## src/rtl/reg_access_ctrl_if.sv

```systemverilog
// Register-access controller bus bundle.
// Groups the byte-stream receive side, the register-file side and the
// transmit side into one interface. The "master" modport is the view of the
// controller itself; the "slave" modport is the view of the surrounding
// environment (receiver, register file, transmitter).
interface reg_access_ctrl_if #(
  parameter int DATA_WIDTH = 8,
  parameter int ADDR_WIDTH = 4
) ();

  // Receive side
  logic [DATA_WIDTH-1:0] RX_P_DATA;
  logic                  RX_D_VLD;

  // Register-file side
  logic [DATA_WIDTH-1:0] RdData;
  logic                  RdData_Valid;
  logic [ADDR_WIDTH-1:0] Address;
  logic                  WrEn;
  logic                  RdEn;
  logic [DATA_WIDTH-1:0] WrData;

  // Transmit side
  logic                  TX_Busy;
  logic [DATA_WIDTH-1:0] TX_P_DATA;
  logic                  TX_D_VLD;

  // Status
  logic                  Busy;
  logic                  Err;

  modport master (
    input  RX_P_DATA,
    input  RX_D_VLD,
    input  RdData,
    input  RdData_Valid,
    input  TX_Busy,
    output Address,
    output WrEn,
    output RdEn,
    output WrData,
    output TX_P_DATA,
    output TX_D_VLD,
    output Busy,
    output Err
  );

  modport slave (
    output RX_P_DATA,
    output RX_D_VLD,
    output RdData,
    output RdData_Valid,
    output TX_Busy,
    input  Address,
    input  WrEn,
    input  RdEn,
    input  WrData,
    input  TX_P_DATA,
    input  TX_D_VLD,
    input  Busy,
    input  Err
  );

endinterface

```

## src/rtl/reg_access_ctrl.sv

```systemverilog
// Register-access controller.
// Decodes a received byte stream into register-file writes (0xAA, addr, data)
// and reads (0xBB, addr). Read data is returned through the transmit port.
// Every output is driven straight from a flop.
//
// Optional feature: define REG_ACCESS_ERR_EN to answer unknown command bytes
// with an 0xEE error byte and raise Err until that byte has been sent.
// Without the macro unknown bytes are ignored and Err is tied low.
module reg_access_ctrl #(
  parameter int DATA_WIDTH = 8,
  parameter int ADDR_WIDTH = 4
) (
  input  logic               CLK,
  input  logic               RST,
  reg_access_ctrl_if.master  bus
);

  // FSM encoding
  localparam logic [2:0] IDLE    = 3'd0;
  localparam logic [2:0] WR_ADDR = 3'd1;
  localparam logic [2:0] WR_DATA = 3'd2;
  localparam logic [2:0] RD_ADDR = 3'd3;
  localparam logic [2:0] RD_WAIT = 3'd4;
  localparam logic [2:0] TX_SEND = 3'd5;

  // Command bytes
  localparam logic [DATA_WIDTH-1:0] CMD_WR   = DATA_WIDTH'(8'hAA);
  localparam logic [DATA_WIDTH-1:0] CMD_RD   = DATA_WIDTH'(8'hBB);
`ifdef REG_ACCESS_ERR_EN
  localparam logic [DATA_WIDTH-1:0] ERR_BYTE = DATA_WIDTH'(8'hEE);
`endif

  // RD_WAIT lasts at most 15 cycles (counter values 0..14, the first one
  // being the RdEn cycle); on the last one without read data we give up.
  localparam logic [3:0] TIMEOUT_LAST = 4'd14;

  // Registered state and outputs
  logic [2:0]            state_q;
  logic [3:0]            tmo_cnt_q;
  logic [ADDR_WIDTH-1:0] addr_q;
  logic [DATA_WIDTH-1:0] wdata_q;
  logic [DATA_WIDTH-1:0] txdata_q;
  logic                  txvld_q;
  logic                  wren_q;
  logic                  rden_q;
  logic                  busy_q;

  // Next-state values
  logic [2:0]            state_n;
  logic [3:0]            tmo_cnt_n;
  logic [ADDR_WIDTH-1:0] addr_n;
  logic [DATA_WIDTH-1:0] wdata_n;
  logic [DATA_WIDTH-1:0] txdata_n;
  logic                  txvld_n;
  logic                  wren_n;
  logic                  rden_n;
  logic                  busy_n;

`ifdef REG_ACCESS_ERR_EN
  logic                  err_q;
  logic                  err_n;
`endif

  // Handy aliases for the input side
  logic                  rx_vld;
  logic [DATA_WIDTH-1:0] rx_byte;

  assign rx_vld  = bus.RX_D_VLD;
  assign rx_byte = bus.RX_P_DATA;

  // Next-state and next-output decode for the command FSM
  always_comb begin
    state_n   = state_q;
    tmo_cnt_n = tmo_cnt_q;
    addr_n    = addr_q;
    wdata_n   = wdata_q;
    txdata_n  = txdata_q;
    txvld_n   = txvld_q;
    // Strobes are single-cycle pulses: low unless set below
    wren_n    = 1'b0;
    rden_n    = 1'b0;
`ifdef REG_ACCESS_ERR_EN
    err_n     = err_q;
`endif

    case (state_q)
      IDLE: begin
        if (rx_vld) begin
          if (rx_byte == CMD_WR) begin
            state_n = WR_ADDR;
          end else if (rx_byte == CMD_RD) begin
            state_n = RD_ADDR;
          end else begin
`ifdef REG_ACCESS_ERR_EN
            // Unknown command: answer with the error byte
            txdata_n = ERR_BYTE;
            txvld_n  = 1'b1;
            err_n    = 1'b1;
            state_n  = TX_SEND;
`endif
          end
        end
      end

      WR_ADDR: begin
        if (rx_vld) begin
          // Only the low address bits are meaningful; the rest are dropped
          addr_n  = rx_byte[ADDR_WIDTH-1:0];
          state_n = WR_DATA;
        end
      end

      WR_DATA: begin
        if (rx_vld) begin
          wdata_n = rx_byte;
          wren_n  = 1'b1;
          state_n = IDLE;
        end
      end

      RD_ADDR: begin
        if (rx_vld) begin
          addr_n    = rx_byte[ADDR_WIDTH-1:0];
          rden_n    = 1'b1;
          tmo_cnt_n = 4'd0;
          state_n   = RD_WAIT;
        end
      end

      RD_WAIT: begin
        // Read data is only looked at once the RdEn pulse has ended, so a
        // stale valid from the register file in the strobe cycle is ignored.
        // Received bytes are dropped here.
        if (!rden_q && bus.RdData_Valid) begin
          txdata_n  = bus.RdData;
          txvld_n   = 1'b1;
          tmo_cnt_n = 4'd0;
          state_n   = TX_SEND;
        end else if (tmo_cnt_q == TIMEOUT_LAST) begin
          tmo_cnt_n = 4'd0;
          state_n   = IDLE;
        end else begin
          tmo_cnt_n = tmo_cnt_q + 4'd1;
        end
      end

      TX_SEND: begin
        // Data and valid stay put until the transmitter takes the byte.
        // Received bytes are dropped here.
        if (!bus.TX_Busy) begin
          txvld_n = 1'b0;
`ifdef REG_ACCESS_ERR_EN
          err_n   = 1'b0;
`endif
          state_n = IDLE;
        end
      end

      default: begin
        state_n   = IDLE;
        tmo_cnt_n = 4'd0;
        txvld_n   = 1'b0;
      end
    endcase

    // Busy mirrors "not IDLE" for the cycle the new state is current
    busy_n = (state_n != IDLE);
  end

  // State and output registers, cleared asynchronously by RST
  always_ff @(posedge CLK or negedge RST) begin
    if (!RST) begin
      state_q   <= IDLE;
      tmo_cnt_q <= 4'd0;
      addr_q    <= '0;
      wdata_q   <= '0;
      txdata_q  <= '0;
      txvld_q   <= 1'b0;
      wren_q    <= 1'b0;
      rden_q    <= 1'b0;
      busy_q    <= 1'b0;
    end else begin
      state_q   <= state_n;
      tmo_cnt_q <= tmo_cnt_n;
      addr_q    <= addr_n;
      wdata_q   <= wdata_n;
      txdata_q  <= txdata_n;
      txvld_q   <= txvld_n;
      wren_q    <= wren_n;
      rden_q    <= rden_n;
      busy_q    <= busy_n;
    end
  end

`ifdef REG_ACCESS_ERR_EN
  // Error flag register, set on an unknown command, cleared on its transfer
  always_ff @(posedge CLK or negedge RST) begin
    if (!RST) begin
      err_q <= 1'b0;
    end else begin
      err_q <= err_n;
    end
  end

  assign bus.Err = err_q;
`else
  assign bus.Err = 1'b0;
`endif

  assign bus.Address   = addr_q;
  assign bus.WrEn      = wren_q;
  assign bus.RdEn      = rden_q;
  assign bus.WrData    = wdata_q;
  assign bus.TX_P_DATA = txdata_q;
  assign bus.TX_D_VLD  = txvld_q;
  assign bus.Busy      = busy_q;

endmodule

```

## src/flat_wrapper.sv

```systemverilog
// flat-port wrapper written by rule: the top's interface ports become plain ports
module reg_access_ctrl_flat 
#(
  parameter int DATA_WIDTH = 8,
  parameter int ADDR_WIDTH = 4
)
  (CLK, RST, bus_RX_P_DATA, bus_RX_D_VLD, bus_RdData, bus_RdData_Valid, bus_TX_Busy, bus_Address, bus_WrEn, bus_RdEn, bus_WrData, bus_TX_P_DATA, bus_TX_D_VLD, bus_Busy, bus_Err);
  reg_access_ctrl_if #(.DATA_WIDTH(DATA_WIDTH), .ADDR_WIDTH(ADDR_WIDTH)) bus_i ();
  input  logic CLK;
  input  logic RST;
  input wire logic [$bits(bus_i.RX_P_DATA)-1:0] bus_RX_P_DATA;
  input wire logic [$bits(bus_i.RX_D_VLD)-1:0] bus_RX_D_VLD;
  input wire logic [$bits(bus_i.RdData)-1:0] bus_RdData;
  input wire logic [$bits(bus_i.RdData_Valid)-1:0] bus_RdData_Valid;
  input wire logic [$bits(bus_i.TX_Busy)-1:0] bus_TX_Busy;
  output wire logic [$bits(bus_i.Address)-1:0] bus_Address;
  output wire logic [$bits(bus_i.WrEn)-1:0] bus_WrEn;
  output wire logic [$bits(bus_i.RdEn)-1:0] bus_RdEn;
  output wire logic [$bits(bus_i.WrData)-1:0] bus_WrData;
  output wire logic [$bits(bus_i.TX_P_DATA)-1:0] bus_TX_P_DATA;
  output wire logic [$bits(bus_i.TX_D_VLD)-1:0] bus_TX_D_VLD;
  output wire logic [$bits(bus_i.Busy)-1:0] bus_Busy;
  output wire logic [$bits(bus_i.Err)-1:0] bus_Err;
  assign bus_i.RX_P_DATA = bus_RX_P_DATA;
  assign bus_i.RX_D_VLD = bus_RX_D_VLD;
  assign bus_i.RdData = bus_RdData;
  assign bus_i.RdData_Valid = bus_RdData_Valid;
  assign bus_i.TX_Busy = bus_TX_Busy;
  assign bus_Address = bus_i.Address;
  assign bus_WrEn = bus_i.WrEn;
  assign bus_RdEn = bus_i.RdEn;
  assign bus_WrData = bus_i.WrData;
  assign bus_TX_P_DATA = bus_i.TX_P_DATA;
  assign bus_TX_D_VLD = bus_i.TX_D_VLD;
  assign bus_Busy = bus_i.Busy;
  assign bus_Err = bus_i.Err;
  reg_access_ctrl #(.DATA_WIDTH(DATA_WIDTH), .ADDR_WIDTH(ADDR_WIDTH)) u_core (.CLK(CLK), .RST(RST), .bus(bus_i));
endmodule
```

## config.mk

```make
export PLATFORM = sky130hd
export DESIGN_NAME = reg_access_ctrl_flat
export DESIGN_NICKNAME = d
export VERILOG_FILES = /design/src/rtl/reg_access_ctrl_if.sv /design/src/rtl/reg_access_ctrl.sv /design/src/flat_wrapper.sv
export SDC_FILE = /design/constraint.sdc
export NUM_CORES = 1
export LEC_CHECK = 0
export CORE_AREA = 8 8 83 55
export DETAILED_ROUTE_END_ITERATION = 10
export DIE_AREA = 0 0 91 63
export DONT_BUFFER_PORTS = 1
export REMOVE_ABC_BUFFERS = 1
export SLEW_MARGIN = 20
export SYNTH_ARGS = -nofsm -noshare
export SYNTH_HDL_FRONTEND = slang
export SYNTH_SLANG_ARGS = --single-unit
```

## constraint.sdc

```tcl
create_clock -name CLK -period 1.3 [get_ports CLK]
set_input_delay 0.195 -clock CLK [delete_from_list [all_inputs] [get_ports CLK]]
set_output_delay 0.195 -clock CLK [all_outputs]
set_load 0.01 [all_outputs]
```

# After elaboration in Yosys (flattened, before gate mapping)
# Index checks and enable logic that the tools add are counted.
[classes]
n_addsub = 1
n_eq_ne = 11
muxes = 20
bitwise = 2
n_reduce_logical = 12
[ops]
columns = ["op", "n"]
rows = [
  ["3-bit 2-to-1 mux", 9],
  ["3-bit one-hot mux with 6 select lines", 1],
  ["8-bit == test (second input constant)", 2],
  ["4-bit 2-to-1 mux", 3],
  ["4-bit one-hot mux with 3 select lines", 1],
  ["2-bit AND reduction", 4],
  ["4-bit OR reduction", 2],
  ["3-bit by 2-bit == test with 1-bit output (second input constant)", 2],
  ["3-bit == test (second input constant)", 2],
  ["1-bit 2-to-1 mux", 5],
  ["4-bit by 1-bit adder with 4-bit output (second input constant)", 1],
  ["4-bit == test (second input constant)", 1],
  ["2-bit != test (second input constant)", 2],
  ["3-bit by 1-bit == test with 1-bit output (second input constant)", 1],
  ["3-bit zero test", 1],
  ["1-bit one-hot mux with 3 select lines", 1],
  ["3-bit AND reduction", 1],
  ["3-bit nonzero test", 1],
  ["2-bit by 1-bit != test with 1-bit output (second input constant)", 1],
  ["1-bit inverter", 2],
  ["2-bit OR reduction", 1],
  ["1-bit logical AND", 1],
  ["1-bit zero test", 1],
]
[totals]
regBits = 31
input_bits = 21
out_inout_bits = 25
elab_cells = 55

# Logic depth before layout (Yosys ltp)
[depth]
word_depth = 6
depth_mapped = 6
ltp_nobuf = 6

# Worst setup path after synthesis
# OpenSTA, ideal clock, no wires.
[synth_path]
kind = "register -> register"
start = "register u_core.state_q[0]"
end = "register u_core.wdata_q[0] (netlist: u_core.bus.WrData[0])"
setup_time_ns = 0.125
arrival_ns = 1.188
t_required_ns = 1.175
slack_ns = -0.013
stages_incl_launch_ff = 5
path_buffers = 2
period_less_slack_ns = 1.313
cell_sequence = "dfrtp_1 > buf_6 > and3b_1 > buf_6 > mux2_4"
[synth_via]
elab_chain_cells = 2
[synth_rtl]
columns = ["item", "line_no", "rtl"]
rows = [
  ["start, declared", "reg_access_ctrl.sv:38", "logic [2:0] state_q;"],
  ["start signal, assigned", "reg_access_ctrl.sv:183", "state_q <= state_n;"],
  ["3-bit by 2-bit == test with 1-bit output", "reg_access_ctrl.sv:86", "case (state_q)"],
  ["2-bit AND reduction (no source line)", "n/a", ""],
  ["end signal, assigned", "reg_access_ctrl.sv:186", "wdata_q <= wdata_n;"],
  ["end, declared", "reg_access_ctrl.sv:41", "logic [DATA_WIDTH-1:0] wdata_q;"],
]
# No other way between the ends.
# A chain may end at the register's enable or synchronous reset.

# Final worst setup path
[layout_path]
start = "register u_core.state_q[1]"
end = "register u_core.tmo_cnt_q[0]"
[layout_via]
elab_chain_cells = 4
elab_cells_between_ends = 11
classes_between = "eq/ne (6); mux (1); bitwise (1); reduce/logical (3)"
[layout_rtl]
columns = ["item", "line_no", "rtl"]
rows = [
  ["branches (longest 4 deep; another with 4-bit OR reduction)", "n/a", ""],
  ["end signal, assigned", "reg_access_ctrl.sv:184", "tmo_cnt_q <= tmo_cnt_n;"],
  ["end, declared", "reg_access_ctrl.sv:39", "logic [3:0] tmo_cnt_q;"],
]
# Parallel ways; which one is timed is not known.

==> out/metrics.cfg <==
[status]
outcome = complete, but fails checks
violations = setup timing

[cts]
ctsLongestPathBuffers = 2
clock_latency_ps = 280
tritoncts = built
htreeDepth = 2
cts_root_buf = clkbuf_8
cts_buffers = 5
cts.sinks = 31
clkTransAtPathRegs_ps = 60

[placed_design]
dp_hpwl_um = 2450
dp_slack_ps = -95.7
io_buffer_count = 0
place.gp.congestion = 0.761

[drt]
viasPerCell = 5.33
drc = 0
wl_per_cell_um = 18.1
drt-pass1-iter-count = 3
wl_um = 3270
first_iter_violations = 12
final_antenna_net_count = 0
num_vias = 965

[die]
die_x_um = 91
die_h_um = 63
row_count = 17
ios = 46
dieArea_mm2 = 0.00573
start_util_pct = 41.9
core_area_mm2 = 0.00345

[yosys]
ys_dominant_reg_cell = dfrtp_1
yosysWarnings = 0
synth_area_per_cell_um2 = 12.7
yosysMostFrequentCell = dfrtp_1
synth_edf_count = 0
ys_ff_latch = 31
synthCells = 114
ys_seq_area_share_pct = 53.7
synthTopCellsByCount = dfrtp_1 (31), mux2_2 (12), mux2_4 (8), nand2_1 (8), o21ai_0 (6)
async_reset_ff_share_pct = 100
syn-cell-area_mm2 = 0.00145
synth_area_leaders = dfrtp_1 (54%), mux2_2 (9.4%), mux2_4 (8.3%), buf_6 (2.3%), o21ai_0 (2.1%)
synth_cell_types = 39
yosysTopAreaCell = dfrtp_1
netlist.area_leader.share_pct = 53.7

[cells_and_area]
num-nets-final = 156
drive_gt1_share_pct = 44.0
final_core_util_pct = 51.7
diodes = 0
area_growth_pct = 23.2

[worst_setup_path]
cp_top_family = flip-flops
path_class = register to register
cp_cell_sequence = nor2_4 -> nand4b_1 -> buf_4 -> o21ai_2
cp_data_arrival_time_ps = 1560
cpMaxStageDelayCell = dfrtp_2
r2r_end = u_core.tmo_cnt_q[0]$_DFFE_PN0P_
rr_worst_depth = 4
critPathBufInv = 1
r2r_slack_ps = -60
crit_required_ps = 1500
slowest_delay_ps = 460
start_kind = register
r2r_start = u_core.state_q[1]$_DFF_PN0_
cp-end-kind = register
cp_max_fo = 5

[sta]
fin_crit_sh_pct = 105
setup_ws_ps = -60.9
max_clock_freq_mhz = 735
finalClockSkew_ps = 5.03
drv_slew = 0
finalHoldViolations = 0
fin_crit_ps = 1360
setup_viol = 13
rsz0062_at_grt = yes

[grt]
grt_first_pass_wirelength_um = 5420
first_global_vias = 1043
track_usage_pct = 11.7
grt_start_max_net_pins = 32
overflow = 0
antenna_found_initial = 0

[flow_run]
drv_cap = 0

[pwr]
irDropWorstVdd_mv = 1.17
leakagePower_nw = 0.813
power.total_mw = 4.10
power_density_mw_per_mm2 = 2300

[min_path]
min_from = bus_RX_P_DATA[7]
min_to = u_core.bus.WrData[7]$_DFFE_PN0P_
hp-class = input pin to register
min_path_cells = 1

per-layer routing:
layer / vias up / global-route usage [%] / part of all wire (%)
met3: 0 / 6.59 / 9.3
met2: 34 / 17.7 / 45
met5: - / 0 / 0
li1: 441 / - / -
met1: 490 / 14.3 / 45
met4: 0 / 1.83 / 0
cell families (layout without fill, tap and decap cells):
group / after synthesis / after routing / synth area share [%]
flip-flops: 31 / 31 / 53.7
AND/OR/NAND/NOR: 31 / 31 / 13.1
multiplexers: 21 / 21 / 18.4
AO/OA/AOI/OAI: 18 / 18 / 8.40
buffers and inverters: 10 / 30 / 4.50
adder cells (fa/ha/maj): 2 / 2 / 1.73
other: 1 / 1 / 0.259
report_power, final:
group          switching (mW)  internal, mW
logic                   0.585         0.774
registers               0.441          1.35
clock network           0.336         0.619
registers in the layout, indices dropped and copies added, names as in the netlist:
name	cells
u_core.bus.TX_P_DATA	8
u_core.bus.WrData	8
u_core.bus.Address	4
u_core.tmo_cnt_q	4
u_core.state_q	3
u_core.bus.Busy	1
u_core.bus.RdEn	1
u_core.bus.TX_D_VLD	1
u_core.bus.WrEn	1
metrics by stage:
step,instances,hold WS (ps),cell area [µm²],TNS [ps]
after floorplan,109,-101,1400,-2030
after CTS,181,52.9,1770,-257
final,181,61.9,1780,-379
after global placement,169,-99.4,1570,-59.9
after global routing,181,58.1,1780,-1080
after detailed placement,169,-99.5,1570,-696
layout by cell type (no fill, tap or decap), types with 2 or more instances in the layout:
cell type / instances
clkbuf_8: 6
dfrtp_1: 30
nand3_1: 3
nor2b_2: 2
o21ai_2: 3
a21oi_1: 2
nand4_1: 2
nand2_1: 7
nand4b_1: 2
nor2_1: 2
buf_4: 13
mux2_4: 8
mux2_2: 12
inv_1: 5
buf_12: 2
o21ai_0: 3
worst max path at each step:
stage / from / to / slack, ps / depth (start not counted)
3_3_place_gp: u_core.tmo_cnt_q[0]$_DFFE_PN0P_ / u_core.tmo_cnt_q[0]$_DFFE_PN0P_ / -40 / 6
4_1_cts: u_core.tmo_cnt_q[0]$_DFFE_PN0P_ / u_core.tmo_cnt_q[3]$_DFFE_PN0P_ / -50 / 6
6_report: u_core.state_q[1]$_DFF_PN0_ / u_core.tmo_cnt_q[0]$_DFFE_PN0P_ / -60 / 4
3_5_place_dp: u_core.tmo_cnt_q[0]$_DFFE_PN0P_ / u_core.tmo_cnt_q[0]$_DFFE_PN0P_ / -100 / 6
5_1_grt: u_core.tmo_cnt_q[0]$_DFFE_PN0P_ / u_core.tmo_cnt_q[0]$_DFFE_PN0P_ / -120 / 6
2_1_floorplan: u_core.state_q[2]$_DFF_PN0_ / u_core.bus.WrData[0]$_DFFE_PN0P_ / -250 / 3
cell type report:
| cell class | count | area [µm²] |
|---|---|---|
| inverter | 5 | 18.8 |
| fill | 312 | 1670 |
| sequential | 31 | 777 |
| timing repair buffer | 17 | 159 |
| tap | 47 | 58.8 |
| multi-input combinational | 73 | 649 |
| clock buffer | 6 | 82.6 |
| clock inverter | 2 | 35.0 |
timing repair:
item                                    CTS  global route
pin swaps                                 6             1
setup buffers                             2             0
hold buffers                              2             0
endpoints found under the setup margin   21            18
hold endpoints to repair                 31             0
resized for setup                        12             4
Power figures use the tool's default switching activity.
